**src/rtl/aes32_pkg.sv**
```systemverilog
// rtl/aes32_pkg.sv - shared types, decode constants and GF(2^8) helpers for the AES32 PCPI sequencer
package aes32_pkg;

    typedef enum logic [1:0] {
        OP_ESI,
        OP_ESMI,
        OP_DSI,
        OP_DSMI
    } op_e;

    typedef enum logic [2:0] {
        ST_IDLE,
        ST_LOOKUP,
        ST_WAITX,
        ST_MIX,
        ST_DONE,
        ST_HOLD
    } state_e;

    localparam logic [6:0] OPCODE_OP = 7'h33;
    localparam logic [4:0] F5_ESI    = 5'b10001;
    localparam logic [4:0] F5_ESMI   = 5'b10011;
    localparam logic [4:0] F5_DSI    = 5'b10101;
    localparam logic [4:0] F5_DSMI   = 5'b10111;

    function automatic logic [7:0] xtime(input logic [7:0] a);
        return {a[6:0], 1'b0} ^ (a[7] ? 8'h1b : 8'h00);
    endfunction

    function automatic logic [7:0] gf_mul(input logic [7:0] a, input logic [7:0] b);
        logic [7:0] p;
        logic [7:0] aa;
        p  = 8'h00;
        aa = a;
        for (int i = 0; i < 8; i++) begin
            if (b[i]) p = p ^ aa;
            aa = xtime(aa);
        end
        return p;
    endfunction

endpackage

```
**src/rtl/aes_sbox_unit.sv**
```systemverilog
// rtl/aes_sbox_unit.sv - registered AES S-box (forward; inverse too when AES32_DEC_EN is defined)
module aes_sbox_unit
    import aes32_pkg::*;
(
    input  logic       clk,
    input  logic       resetn,
    input  logic       inv,
    input  logic [7:0] din,
    output logic [7:0] dout
);

    function automatic logic [7:0] rotl8(input logic [7:0] v, input int n);
        return (v << n) | (v >> (8 - n));
    endfunction

    // Field inverse as x^254 = x^2 * x^4 * ... * x^128; maps 0 to 0 as AES requires.
    function automatic logic [7:0] gf_inv(input logic [7:0] a);
        logic [7:0] sq;
        logic [7:0] r;
        sq = a;
        r  = 8'h01;
        for (int i = 1; i < 8; i++) begin
            sq = gf_mul(sq, sq);
            r  = gf_mul(r, sq);
        end
        return r;
    endfunction

    logic [7:0] fwd_inv;
    logic [7:0] dout_d;
    logic [7:0] dout_q;

    always_comb begin
        fwd_inv = gf_inv(din);
        dout_d  = fwd_inv ^ rotl8(fwd_inv, 1) ^ rotl8(fwd_inv, 2) ^ rotl8(fwd_inv, 3)
                ^ rotl8(fwd_inv, 4) ^ 8'h63;
`ifdef AES32_DEC_EN
        if (inv) dout_d = gf_inv(rotl8(din, 1) ^ rotl8(din, 3) ^ rotl8(din, 6) ^ 8'h05);
`endif
    end

`ifndef AES32_DEC_EN
    logic unused_inv;
    assign unused_inv = inv;
`endif

    always_ff @(posedge clk or negedge resetn) begin
        if (!resetn) dout_q <= 8'h00;
        else         dout_q <= dout_d;
    end

    assign dout = dout_q;

endmodule

```
**src/rtl/aes32_pcpi_sequencer.sv**
```systemverilog
// rtl/aes32_pcpi_sequencer.sv - AES32 (Zkne/Zknd) PCPI sequencer; decrypt ops gated by AES32_DEC_EN
module aes32_pcpi_sequencer
    import aes32_pkg::*;
#(
    parameter int EXTRA_LAT = 0,
    parameter int CNT_W     = 16
) (
    input  logic             clk,
    input  logic             resetn,
    input  logic             pcpi_valid,
    input  logic [31:0]      pcpi_insn,
    input  logic [31:0]      pcpi_rs1,
    input  logic [31:0]      pcpi_rs2,
    output logic             pcpi_wr,
    output logic [31:0]      pcpi_rd,
    output logic             pcpi_wait,
    output logic             pcpi_ready,
    output logic             busy,
    output logic [CNT_W-1:0] op_count
);

    state_e            state_q, state_d;
    op_e               op_q, op_d, dec_op;
    logic              dec_match;
    logic [31:0]       rs1_q, rs1_d;
    logic [7:0]        byte_q, byte_d, dec_byte;
    logic [1:0]        bs_q, bs_d;
    logic [2:0]        cnt_q, cnt_d;
    logic [31:0]       rd_q, rd_d;
    logic [CNT_W-1:0]  count_q, count_d;
    logic [7:0]        sbox_x;
    logic [31:0]       mixed, rotated;

    logic unused_insn;
    assign unused_insn = ^{pcpi_insn[24:15], pcpi_insn[11:7]};

    always_comb begin
        dec_match = 1'b0;
        dec_op    = OP_ESI;
        if (pcpi_insn[6:0] == OPCODE_OP && pcpi_insn[14:12] == 3'b000) begin
            case (pcpi_insn[29:25])
                F5_ESI:  begin dec_match = 1'b1; dec_op = OP_ESI;  end
                F5_ESMI: begin dec_match = 1'b1; dec_op = OP_ESMI; end
`ifdef AES32_DEC_EN
                F5_DSI:  begin dec_match = 1'b1; dec_op = OP_DSI;  end
                F5_DSMI: begin dec_match = 1'b1; dec_op = OP_DSMI; end
`endif
                default: ;
            endcase
        end
        case (pcpi_insn[31:30])
            2'd0:    dec_byte = pcpi_rs2[7:0];
            2'd1:    dec_byte = pcpi_rs2[15:8];
            2'd2:    dec_byte = pcpi_rs2[23:16];
            default: dec_byte = pcpi_rs2[31:24];
        endcase
    end

    aes_sbox_unit u_sbox (
        .clk    (clk),
        .resetn (resetn),
        .inv    (op_q == OP_DSI || op_q == OP_DSMI),
        .din    (byte_q),
        .dout   (sbox_x)
    );

    always_comb begin
        case (op_q)
            OP_ESMI: mixed = {xtime(sbox_x) ^ sbox_x, sbox_x, sbox_x, xtime(sbox_x)};
`ifdef AES32_DEC_EN
            OP_DSMI: mixed = {gf_mul(sbox_x, 8'h0b), gf_mul(sbox_x, 8'h0d),
                              gf_mul(sbox_x, 8'h09), gf_mul(sbox_x, 8'h0e)};
`endif
            default: mixed = {24'h0, sbox_x};
        endcase
        case (bs_q)
            2'd0:    rotated = mixed;
            2'd1:    rotated = {mixed[23:0], mixed[31:24]};
            2'd2:    rotated = {mixed[15:0], mixed[31:16]};
            default: rotated = {mixed[7:0],  mixed[31:8]};
        endcase
    end

    // Dropping pcpi_valid before DONE abandons the op; DONE/HOLD ignore valid so a retired request is not re-taken.
    always_comb begin
        state_d = state_q;
        op_d    = op_q;
        rs1_d   = rs1_q;
        byte_d  = byte_q;
        bs_d    = bs_q;
        cnt_d   = cnt_q;
        rd_d    = rd_q;
        count_d = count_q;
        case (state_q)
            ST_IDLE: begin
                if (pcpi_valid && dec_match) begin
                    state_d = ST_LOOKUP;
                    op_d    = dec_op;
                    rs1_d   = pcpi_rs1;
                    byte_d  = dec_byte;
                    bs_d    = pcpi_insn[31:30];
                end
            end
            ST_LOOKUP: begin
                if (!pcpi_valid)        state_d = ST_IDLE;
                else if (EXTRA_LAT > 0) begin state_d = ST_WAITX; cnt_d = 3'd0; end
                else                    state_d = ST_MIX;
            end
            ST_WAITX: begin
                if (!pcpi_valid)                      state_d = ST_IDLE;
                else if (cnt_q == 3'(EXTRA_LAT - 1))  state_d = ST_MIX;
                else                                  cnt_d   = cnt_q + 3'd1;
            end
            ST_MIX: begin
                if (!pcpi_valid) state_d = ST_IDLE;
                else begin
                    rd_d    = rs1_q ^ rotated;
                    state_d = ST_DONE;
                end
            end
            ST_DONE: begin
                count_d = count_q + {{(CNT_W-1){1'b0}}, 1'b1};
                state_d = ST_HOLD;
            end
            default: state_d = ST_IDLE;
        endcase
    end

    always_ff @(posedge clk or negedge resetn) begin
        if (!resetn) begin
            state_q <= ST_IDLE;
            op_q    <= OP_ESI;
            rs1_q   <= 32'h0;
            byte_q  <= 8'h00;
            bs_q    <= 2'd0;
            cnt_q   <= 3'd0;
            rd_q    <= 32'h0;
            count_q <= '0;
        end else begin
            state_q <= state_d;
            op_q    <= op_d;
            rs1_q   <= rs1_d;
            byte_q  <= byte_d;
            bs_q    <= bs_d;
            cnt_q   <= cnt_d;
            rd_q    <= rd_d;
            count_q <= count_d;
        end
    end

    assign pcpi_wait  = resetn && ((state_q == ST_IDLE && pcpi_valid && dec_match)
                        || state_q == ST_LOOKUP || state_q == ST_WAITX || state_q == ST_MIX);
    assign pcpi_ready = (state_q == ST_DONE);
    assign pcpi_wr    = (state_q == ST_DONE);
    assign pcpi_rd    = rd_q;
    assign busy       = (state_q != ST_IDLE);
    assign op_count   = count_q;

endmodule

```
**config.mk**
```make
export PLATFORM = sky130hd
export DESIGN_NAME = aes32_pcpi_sequencer
export DESIGN_NICKNAME = d
export VERILOG_FILES = /design/src/rtl/aes32_pkg.sv /design/src/rtl/aes_sbox_unit.sv /design/src/rtl/aes32_pcpi_sequencer.sv
export SDC_FILE = /design/constraint.sdc
export NUM_CORES = 1
export LEC_CHECK = 0
export ABC_CLOCK_PERIOD_IN_PS = 14400
export CORE_MARGIN = 5
export CORE_UTILIZATION = 50
export CTS_BUF_LIST = sky130_fd_sc_hd__clkbuf_8
export DETAILED_ROUTE_END_ITERATION = 10
export DONT_BUFFER_PORTS = 1
export GPL_ROUTABILITY_DRIVEN = 0
export PLACE_DENSITY = 0.68
export SYNTH_ARGS = -nofsm -noshare
export SYNTH_HDL_FRONTEND = slang
export SYNTH_SLANG_ARGS = --single-unit
```
**constraint.sdc**
```tcl
create_clock -name clk -period 14.4 [get_ports clk]
set_input_delay 2.16 -clock clk [delete_from_list [all_inputs] [get_ports clk]]
set_output_delay 2.16 -clock clk [all_outputs]
set_load 0.005 [all_outputs]
```
# Yosys cells after proc, flatten, opt, wreduce, memory -nomap -nowiden

Cells that the tools add are included.

Add/subtract/negate cells: 2
Eq/ne operators: 15
Multiplexer cells: 217
Bitwise logic cells: 202
Reduce and logical (&&, ||, !) cells: 18

Operators by type and width:

| kind                    | count |
|---|---|
| $xor A8 B8 Y8           | 187 |
| $mux W8                 | 105 |
| $mux W5                 | 93 |
| $pmux W32 S3            | 1 |
| $mux W32                | 1 |
| $xor A32 B32 Y32        | 1 |
| $pmux W8 S3             | 1 |
| $add A16 B1 Y16 const B | 1 |
| $mux W3                 | 5 |
| $pmux W3 S5             | 1 |
| $eq A5 B5 Y1 const B    | 2 |
| $or A8 B1 Y8            | 1 |
| $or A8 B2 Y8            | 1 |
| $or A8 B3 Y8            | 1 |
| $or A8 B4 Y8            | 1 |
| $xor A8 B5 Y8           | 1 |
| $eq A7 B6 Y1 const B    | 1 |
| $mux W7                 | 1 |
| $not A1 Y1 const A      | 7 |
| $eq A2 B1 Y1 const B    | 3 |
| $eq A3 B2 Y1 const B    | 2 |
| $eq A3 B3 Y1 const B    | 2 |
| $logic_not A3 Y1        | 2 |
| $mux W2                 | 3 |
| other kinds (17)        | 30 |

Flip-flop bits (word level): 106
Input port bits: 99

# Logic depth before layout (Yosys ltp)

Gate-level depths: netlist of the first run.

Depth in word-level cells: 133
Depth in mapped cells: 66

# By module

A second synthesis of the first run with hierarchy kept.

Cell total of the unflattened synthesis: 2423
Area, all modules: 20289.5 µm²

By module, submodules not included:

| module               | times used | cells an instance | area each (µm²) | seq. area each (µm²) |
|---|---|---|---|---|
| aes_sbox_unit        | 1          | 1872              | 14541.4         | 200.2 |
| aes32_pcpi_sequencer | 1          | 551               | 5748.0          | 2427.3 |

# Least setup slack after synthesis of the first run

OpenSTA, ideal clock, no wires.

Path type: register to register
Start: reg byte_q[0]
End: reg u_sbox.dout_q[2] (netlist: u_sbox.dout[2])
Library setup time: 126 ps
Arrival time: 15511 ps
Required time: 14274 ps
Slack: -1237 ps
Stages on the path, launching flop included: 64
Buffers on the path: 5
Cells stage by stage: dfrtp_1 -> ha_1 -> clkbuf_2 -> mux2i_1 -> xnor2_1 -> xnor2_1 -> nor2_1 -> nor2_2 -> ha_1 -> buf_1 -> and3_1 -> mux2i_1 -> xor2_1 -> nor2_1 -> or2_2 -> buf_2 -> inv_1 -> buf_2 -> (+28 left out) -> nor2_1 -> xnor2_1 -> xnor3_2 -> xnor2_4 -> xnor3_1 -> mux2i_1 -> a22oi_1 -> xnor3_2 -> xor2_2 -> xor3_2 -> xor3_2 -> nor2_1 -> xnor3_1 -> xnor3_1 -> xnor3_2 -> xnor3_1 -> xnor2_2 -> xnor2_1

Word-level cells in the longest chain between the ends: 129

Ends and longest elaborated chain:

| item                       | RTL line                    | source |
|---|---|---|
| from (decl)                | aes32_pcpi_sequencer.sv:26  | `logic [7:0] byte_q, byte_d, dec_byte;` |
| from (signal assigned)     | aes32_pcpi_sequencer.sv:143 | `byte_q <= byte_d;` |
| $mux W8                    | aes32_pkg.sv:36             | `if (b[i]) p = p ^ aa;` |
| $xor A8 B8 Y8              | aes32_pkg.sv:36             |  |
| $mux W8                    | aes32_pkg.sv:36             |  |
| $xor A8 B8 Y8              | aes32_pkg.sv:36             |  |
| $mux W8                    | aes32_pkg.sv:36             |  |
| $xor A8 B8 Y8              | aes32_pkg.sv:36             |  |
| $mux W8                    | aes32_pkg.sv:36             |  |
| $xor A8 B8 Y8              | aes32_pkg.sv:36             |  |
| (+112 left out)            | n/a                         |  |
| $xor A8 B8 Y8              | aes32_pkg.sv:36             |  |
| $mux W8                    | aes32_pkg.sv:36             |  |
| $xor A8 B8 Y8              | aes32_pkg.sv:36             |  |
| $mux W8 (*)                | aes32_pkg.sv:36             |  |
| $or A8 B1 Y8               | aes_sbox_unit.sv:13         | `return (v << n) \| (v >> (8 - n));` |
| $xor A8 B8 Y8 (3 in a row) | aes_sbox_unit.sv:35         | `dout_d = fwd_inv ^ rotl8(fwd_inv, 1) ^ rotl8(fwd_inv, 2) ^ rotl8(fwd_inv, 3)` |
| $xor A8 B8 Y8 (*)          | aes_sbox_unit.sv:36         | `^ rotl8(fwd_inv, 4) ^ 8'h63;` |
| via u_sbox.dout_d[2]       | aes_sbox_unit.sv:30         | `logic [7:0] dout_d;` |
| to (signal assigned)       | aes_sbox_unit.sv:49         | `else dout_q <= dout_d;` |
| to (decl)                  | aes_sbox_unit.sv:31         | `logic [7:0] dout_q;` |

The timed path passes the listed nets; every way through them passes the cells marked *.
A chain may end at the register's enable or synchronous reset.

# Worst setup path after layout of the first run

Start: reg byte_q[7]
End: reg u_sbox.dout_q[4] (netlist: u_sbox.dout[4])

Word-level cells in the longest chain between the ends: 129

Ends and longest elaborated chain:

| item                                     | RTL line |
|---|---|
| $mux W5 or $mux W8 (tied branches)       | aes32_pkg.sv:27, aes32_pkg.sv:36 |
| $xor A8 B8 Y8, on equally long branches  | aes32_pkg.sv:27, aes32_pkg.sv:36 |
| $xor A8 B8 Y8 or $mux W8 (tied branches) | aes32_pkg.sv:36 |
| $mux W8 or $xor A8 B8 Y8 (tied branches) | aes32_pkg.sv:36 |
| $xor A8 B8 Y8 or $mux W8 (tied branches) | aes32_pkg.sv:36 |
| $mux W8 or $xor A8 B8 Y8 (tied branches) | aes32_pkg.sv:36 |
| $xor A8 B8 Y8 or $mux W8 (tied branches) | aes32_pkg.sv:36 |
| $mux W8 or $xor A8 B8 Y8 (tied branches) | aes32_pkg.sv:36 |
| (+112 left out)                          | n/a |
| $xor A8 B8 Y8                            | aes32_pkg.sv:36 |
| $mux W8                                  | aes32_pkg.sv:36 |
| $xor A8 B8 Y8                            | aes32_pkg.sv:36 |
| $mux W8 (*)                              | aes32_pkg.sv:36 |
| $or A8 B1 Y8                             | aes_sbox_unit.sv:13 |
| $xor A8 B8 Y8 (3 in a row)               | aes_sbox_unit.sv:35 |
| $xor A8 B8 Y8 (*)                        | aes_sbox_unit.sv:36 |
| via u_sbox.dout_d[4]                     | aes_sbox_unit.sv:30 |

Marked as above.

==> results.ini, run 1 <==
[power]
p_per_area_nw_per_um2 = 51.2
peakVddDrop_v = 0.0000580
total_power_mw = 1.21
p_leak_nw = 9.54

[timing]
period_share_pct = 97.0
fin_tns_setup_ns = 0
clock_skew_ns = 0.00909
hold_slack_ns = 0.501
slew_headroom_pct = 18.3
max_slew.worst_pin.slew_ns = 1.22
max_freq_mhz = 71.6
period_needed_ns = 13.97
rsz0062_at_grt = yes
setup_violations = 0
finalHoldViolCount = 0
slew_violations = 0

[logic_synthesis]
synth-edff-count = 0
yosys-top-cells-area = xnor2_1 (15%), dfrtp_1 (13%), xnor3_1 (11%)
syn_inst = 2582
synth-main-ff-cell = dfrtp_1
synth_top_family_by_area = XOR/XNOR gates
synth_top_cell_area_share_pct = 15.5
synthSimpleGateAreaFrac_pct = 19.5
yosysTopAreaCell = xnor2_1
synth_xor_area_share_pct = 38.2
ys_types = 102
ys_ff_latch = 105
yosys_warnings = 0
synthMuxAreaShare_pct = 7.78
syn_area_per_cell_um2 = 8.02
yosysSeqAreaShare_pct = 12.7
ys_async_sr_fraction_pct = 100
netlist_area_um2 = 20700
synth_compound_area_share_pct = 17.0
syn-num-nets = 2691
synth-adder-area-share_pct = 0.604

[setup_path]
slowest_delay_ns = 0.57
worst_setup_path_end_kind = flop
worstRegToRegCells = 53
r2r_slack_ns = 0.43
cp_data_required_time_ns = 14.66
cp_data_arrival_time_ns = 14.23
timing.rr.start = byte_q[7]
cp-start-kind = flop
cp_slowest_cell = a211oi_1
cp_max_fo = 21
critical_path.startpoint = byte_q[7]
worst_path_most_repeated_cell = buf_4
path_class = flop to flop
r2r-end = u_sbox.dout[4]

[grt]
antenna_found_initial = 5
grt-ovfl-total = 0
grt_max_degree = 107
grt_usage_pct = 25.1
grt_pass1_wl_um = 95100
grt_pass1_vias = 18065

[routing]
routed_wl_um = 61300
num_vias = 19459
drc_errors = 0
via_per_inst = 6.15
ant_nets = 0
routedWlPerCell_um = 19.4
drt_iter0_markers = 2009
drtPass1Iterations = 5

[finish]
fin_util_pct = 57.5
syn2layout_area_growth_pct = 13.6
stdcell_area_um2 = 23500
final_common_cell = nor2_1
fill_cells = 3622
layout_common_cells = nor2_1 (323), xnor2_1 (318), nand2_1 (303), buf_4 (215), o21ai_0 (137)
drive_above_1_share_pct = 20.4
diodes = 0
nets = 2737

[floorplanning]
rows = 74
pin_count = 151
die_h_um = 214
coreArea_um2 = 40900
start_util_pct = 50.6
dieArea_um2 = 45600
dieWidth_um = 214

[clock_tree]
clkTransAtPathRegs_ns = 0.10
clock_latency_ns = 0.38
cts_max_level = 3
clockBufferDepth = 2
tritoncts = done
hold_buffers = 0
cts_buffers = 9
cts.sinks = 105
ctsRootBufferMaster = clkbuf_8

[worst_hold_path]
hold_depth = 1
hold_class = flop to flop
hold_start = op_count[15]
hold_end = op_count[15]

[flow_run]
cap_violations = 0

[place]
post-dp-hpwl_um = 44800
port_buffers = 0
placed_area_um2 = 22100

[outcome]
outcome = finished clean

==> routing by layer <==
| layer | up-vias | routed length, µm | track usage, % |
|---|---|---|---|
| met3 | 136 | 5220 | 3.77 |
| li1 | 9091 | - | - |
| met4 | 8 | 1160 | 4.98 |
| met2 | 894 | 29000 | 41.4 |
| met5 | - | 54 | 0 |
| met1 | 9330 | 25800 | 35.3 |
==> critical path, delay by kind of cell, from the launching register on <==
family	cells	cell delay, ns
AOI/OAI and AO/OA	7	1.53
xor gates and xnor gates	24	8.06
adders and majority gates	1	0.28
buffers and inverters	10	1.75
DFF	1	0.49
muxes	1	0.20
and+or+nand+nor	10	1.53
==> worst max-delay path by stage <==
stage                      to  slack, ns  depth (start not counted)
2_1_floorplan  u_sbox.dout[2]       0.02                         63
3_3_place_gp   u_sbox.dout[6]       0.02                         59
3_5_place_dp   u_sbox.dout[5]      -0.28                         59
4_1_cts        u_sbox.dout[7]      0.005                         59
5_1_grt        u_sbox.dout[5]      -0.16                         63
6_report       u_sbox.dout[4]       0.43                         53
==> where the power goes <==
group          internal [mW]  switching, mW  total [mW]  leakage (nW)
Clock                 0.0701          0.107       0.177        0.0952
Sequential             0.306         0.0250       0.331          1.45
Combinational          0.314          0.383       0.697          7.99
Total                  0.691          0.515        1.21          9.54
==> synthesized netlist by cell type, types with 8 or more instances <==
library cell	n
a211oi_1	39
a21o_1	13
a21oi_1	118
a221oi_1	8
a22oi_1	29
a31oi_1	24
a32oi_1	19
and2_1	16
and3_1	17
buf_1	12
buf_2	48
buf_4	8
clkbuf_1	116
dfrtp_1	105
ha_1	10
inv_1	18
mux2_2	66
mux2i_1	65
mux4_2	8
nand2_1	303
nand2b_1	22
nand3_1	63
nand4_1	19
nor2_1	327
nor2b_1	23
nor3_1	52
o211ai_1	17
o21ai_0	140
o21ai_1	8
o22ai_1	31
or3_1	12
xnor2_1	366
xnor2_2	22
xnor3_1	97
xnor3_2	10
xor2_1	148
xor2_2	10
==> repair_timing <==
| action | in CTS | in global routing |
|---|---|---|
| gates resized for setup | 25 | 99 |
| pin swaps | 10 | 47 |
| setup buffers | 19 | 47 |
| setup endpoints to repair | 8 | 8 |
==> flip-flops by register name (all words and copies together) (netlist names) <==
signal,count
bs_q,2
u_sbox.dout,8
rs1_q,32
pcpi_rd,32
state_q,3
byte_q,8
cnt_q,3
op_q,1
op_count,16
==> stage by stage <==
| stage | instances | setup WS (ns) |
|---|---|---|
| after floorplan | 2582 | 0.0186 |
| after global placement | 3083 | 0.0173 |
| after detailed placement | 3083 | -0.275 |
| after CTS | 3118 | 0.00458 |
| after global routing | 3165 | -0.163 |
| final | 3165 | 0.428 |
==> layout make-up <==
type	instances	area [µm²]	area share, %
inverter	23	87.6	0.372
multi-input combinational	2267	18200	77.5
clock buffer	10	138	0.585
sequential	105	2630	11.2
timing repair buffer	222	1730	7.35
clock inverter	6	50.0	0.213
tap	532	666	2.83
==> kinds of logic after synthesis <==
group,Yosys count
simple gates,909
xor+xnor,671
compound gates,536
buf+inv,210
mux,141
flops,105
fa+ha+maj,10
No activity file was read; power rests on OpenSTA's default activity.
==> run 2, diff against run 1 <==
--- a/config.mk
+++ b/config.mk
@@ -5,14 +5,13 @@
 export SDC_FILE = /design/constraint.sdc
 export NUM_CORES = 1
 export LEC_CHECK = 0
-export ABC_CLOCK_PERIOD_IN_PS = 14400
+export ABC_CLOCK_PERIOD_IN_PS = 17230
 export CORE_MARGIN = 5
 export CORE_UTILIZATION = 50
 export CTS_BUF_LIST = sky130_fd_sc_hd__clkbuf_8
 export DETAILED_ROUTE_END_ITERATION = 10
-export DONT_BUFFER_PORTS = 1
 export GPL_ROUTABILITY_DRIVEN = 0
-export PLACE_DENSITY = 0.68
+export PLACE_DENSITY = 0.7
 export SYNTH_ARGS = -nofsm -noshare
 export SYNTH_HDL_FRONTEND = slang
 export SYNTH_SLANG_ARGS = --single-unit
==> constraint.sdc (replaced) <==
create_clock -name clk -period 17.23 [get_ports clk]
set_input_delay 2.5845 -clock clk [delete_from_list [all_inputs] [get_ports clk]]
set_output_delay 2.5845 -clock clk [all_outputs]
set_load 0.005 [all_outputs]
==> run 2 against run 1 <==
Effect of this change:
- worst hold slack got worse by 0.022 ns
- largest cell class unchanged
- combinational power shrank 21%
- routed wire length fell by 5.0%
- critical path type unchanged
- critical endpoint is now u_sbox.dout[3]
- sequential share of layout area grew 0.30 points
- die area unchanged
- global-route usage decreased by 0.85 points
- design area fell by 2.6%
- sequential power down 16%
- clock power fell by 22%
- cell count is 0.13% lower
- first-iteration DRC count is 3.9% lower
- worst setup slack better by 0.37 ns
==> results.ini, run 2 (same netlist as run 1, synthesis figures left out) <==
[grt]
grt_max_degree = 67  ; was 107
grt_usage_pct = 24.2  ; was 25.1%
antenna_found_initial = 0  ; was 5
grt_pass1_wl_um = 92700  ; was 95100 µm
grt-ovfl-total = 0  ; unchanged
grt_pass1_vias = 18112  ; was 18065

[timing]
max_slew.worst_pin.slew_ns = 1.20  ; was 1.22 ns
period_share_pct = 95.3  ; was 97.0%
slew_violations = 0  ; unchanged
hold_slack_ns = 0.478  ; was 0.501 ns
period_needed_ns = 16.43  ; was 13.97 ns
finalHoldViolCount = 0  ; unchanged
setup_violations = 0  ; unchanged
fin_tns_setup_ns = 0  ; unchanged
slew_headroom_pct = 19.2  ; was 18.3%
clock_skew_ns = 0.0142  ; was 0.00909 ns
rsz0062_at_grt = no  ; was yes
max_freq_mhz = 60.9  ; was 71.6 MHz

[setup_path]
cp_max_fo = 11  ; was 21
slowest_delay_ns = 0.60  ; was 0.57 ns
worst_setup_path_end_kind = flop  ; unchanged
path_class = flop to flop  ; unchanged
cp-start-kind = flop  ; unchanged
cp_data_required_time_ns = 17.48  ; was 14.66 ns
cp_data_arrival_time_ns = 16.67  ; was 14.23 ns
cp_slowest_cell = xor3_2  ; was a211oi_1

[routing]
num_vias = 19226  ; was 19459
ant_nets = 0  ; unchanged
via_per_inst = 6.08  ; was 6.15
routed_wl_um = 58200  ; was 61300 µm
routedWlPerCell_um = 18.4  ; was 19.4 µm
drc_errors = 0  ; unchanged
drtPass1Iterations = 6  ; was 5
drt_iter0_markers = 1930  ; was 2009

[power]
internal_power_mw = 0.556  ; was 0.691 mW
swShare_pct = 42.4  ; was 42.7%
comb_power_share_pct = 57.0  ; was 57.9%
p_per_area_nw_per_um2 = 42.2  ; was 51.2 nW/µm²
p_leak_nw = 9.10  ; was 9.54 nW
peakVddDrop_v = 0.0000479  ; was 0.0000580 V
p_seq_share_pct = 28.7  ; was 27.5%
power_switching_mw = 0.410  ; was 0.515 mW
clock_power_share_pct = 14.3  ; was 14.7%

[place]
post-dp-hpwl_um = 42600  ; was 44800 µm
port_buffers = 135  ; was 0
placed_area_um2 = 22600  ; was 22100 µm²

[finish]
diodes = 0  ; unchanged
layout_common_cells = xnor2_1 (351), nor2_1 (327), nand2_1 (303), xor2_1 (147), o21ai_0 (140)  ; was nor2_1 (323), xnor2_1 (318), nand2_1 (303), buf_4 (215), o21ai_0 (137)
stdcell_area_um2 = 22900  ; was 23500 µm²
fin_util_pct = 56.0  ; was 57.5%
syn2layout_area_growth_pct = 10.6  ; was 13.6%
nets = 2733  ; was 2737
fill_cells = 3757  ; was 3622
drive_above_1_share_pct = 11.0  ; was 20.4%
final_common_cell = xnor2_1  ; was nor2_1

[clock_tree]
cts_max_level = 3  ; unchanged
clockBufferDepth = 2  ; unchanged
cts.sinks = 105  ; unchanged
hold_buffers = 0  ; unchanged
clkTransAtPathRegs_ns = 0.10  ; about the same
cts_buffers = 9  ; unchanged
tritoncts = done  ; unchanged
clock_latency_ns = 0.37  ; was 0.38 ns
ctsRootBufferMaster = clkbuf_8  ; unchanged

[worst_hold_path]
hold_class = flop to flop  ; unchanged

[floorplanning]
dieArea_um2 = 45600  ; unchanged
coreArea_um2 = 40900  ; unchanged
rows = 74  ; unchanged
start_util_pct = 50.6  ; unchanged
dieWidth_um = 214  ; unchanged
die_h_um = 214  ; unchanged
pin_count = 151  ; unchanged

[outcome]
outcome = finished clean  ; unchanged

[flow_run]
cap_violations = 0  ; unchanged

run 2: per-layer routing:
| metal | vias up | global-route usage (%) | routed length, µm |
|---|---|---|---|
| met5 | - | 0 | 0 |
| met1 | 9197 | 34.2 | 25700 |
| met4 | 0 | 5.94 | 1380 |
| met3 | 115 | 1.98 | 3900 |
| met2 | 810 | 40.6 | 27200 |
| li1 | 9104 | - | - |
run 2: timing repair:
action,4_1_cts,5_1_grt
buffers inserted,0,7
setup endpoints to repair,0,8
gates resized for setup,0,21
run 2: worst paths after layout:
check                             start        endpoint  slack [ns]  cells past startpoint
max                           byte_q[0]  u_sbox.dout[3]        0.80                     60
min                        op_count[15]    op_count[15]        0.48                      1
max reg2reg                   byte_q[0]  u_sbox.dout[3]        0.80                     60
min reg2reg                op_count[15]    op_count[15]        0.48                      1
max in group asynchronous        resetn     pcpi_rd[19]       13.81                      2
min in group asynchronous        resetn    op_count[12]        2.18                      1
run 2: power by group through the flow:
stage | Combinational, mW | Clock (mW) | Sequential [mW]
floorplan | 0.435 | 0 | 0.263
global placement | 0.531 | 0 | 0.281
detailed placement | 0.542 | 0 | 0.281
CTS | 0.545 | 0.143 | 0.276
global route | 0.598 | 0.154 | 0.279
finish | 0.550 | 0.138 | 0.277
run 2: through the flow:
step	std cells	power [mW]	setup slack, ns
2_1_floorplan	2582	0.698	1.59
3_3_place_gp	3138	0.812	0.553
3_5_place_dp	3138	0.823	0.257
4_1_cts	3154	0.964	0.147
5_1_grt	3161	1.03	0.00684
6_report	3161	0.966	0.802
run 2: cell type report:
class                   instances  area (µm²)  area share, %
clock buffers                   9         124          0.541
repair buffers                218        1970           8.61
flip-flops and latches        105        2630           11.5
inverters                      23        86.3          0.377
clock inverters                 7        52.6          0.229
multi-input cells            2267       17400           75.9
well taps                     532         666           2.91
run 2: worst max-delay path, delay by kind of cell, from the launching register on:
kind	cells	cell delay, ns
AND/OR/NAND/NOR	16	3.86
flip-flops	1	0.48
XOR/XNOR	22	6.97
AO/OA/AOI/OAI	8	1.86
buffers and inverters	5	0.63
adder cells (fa/ha/maj)	4	1.49
multiplexers	5	1.01
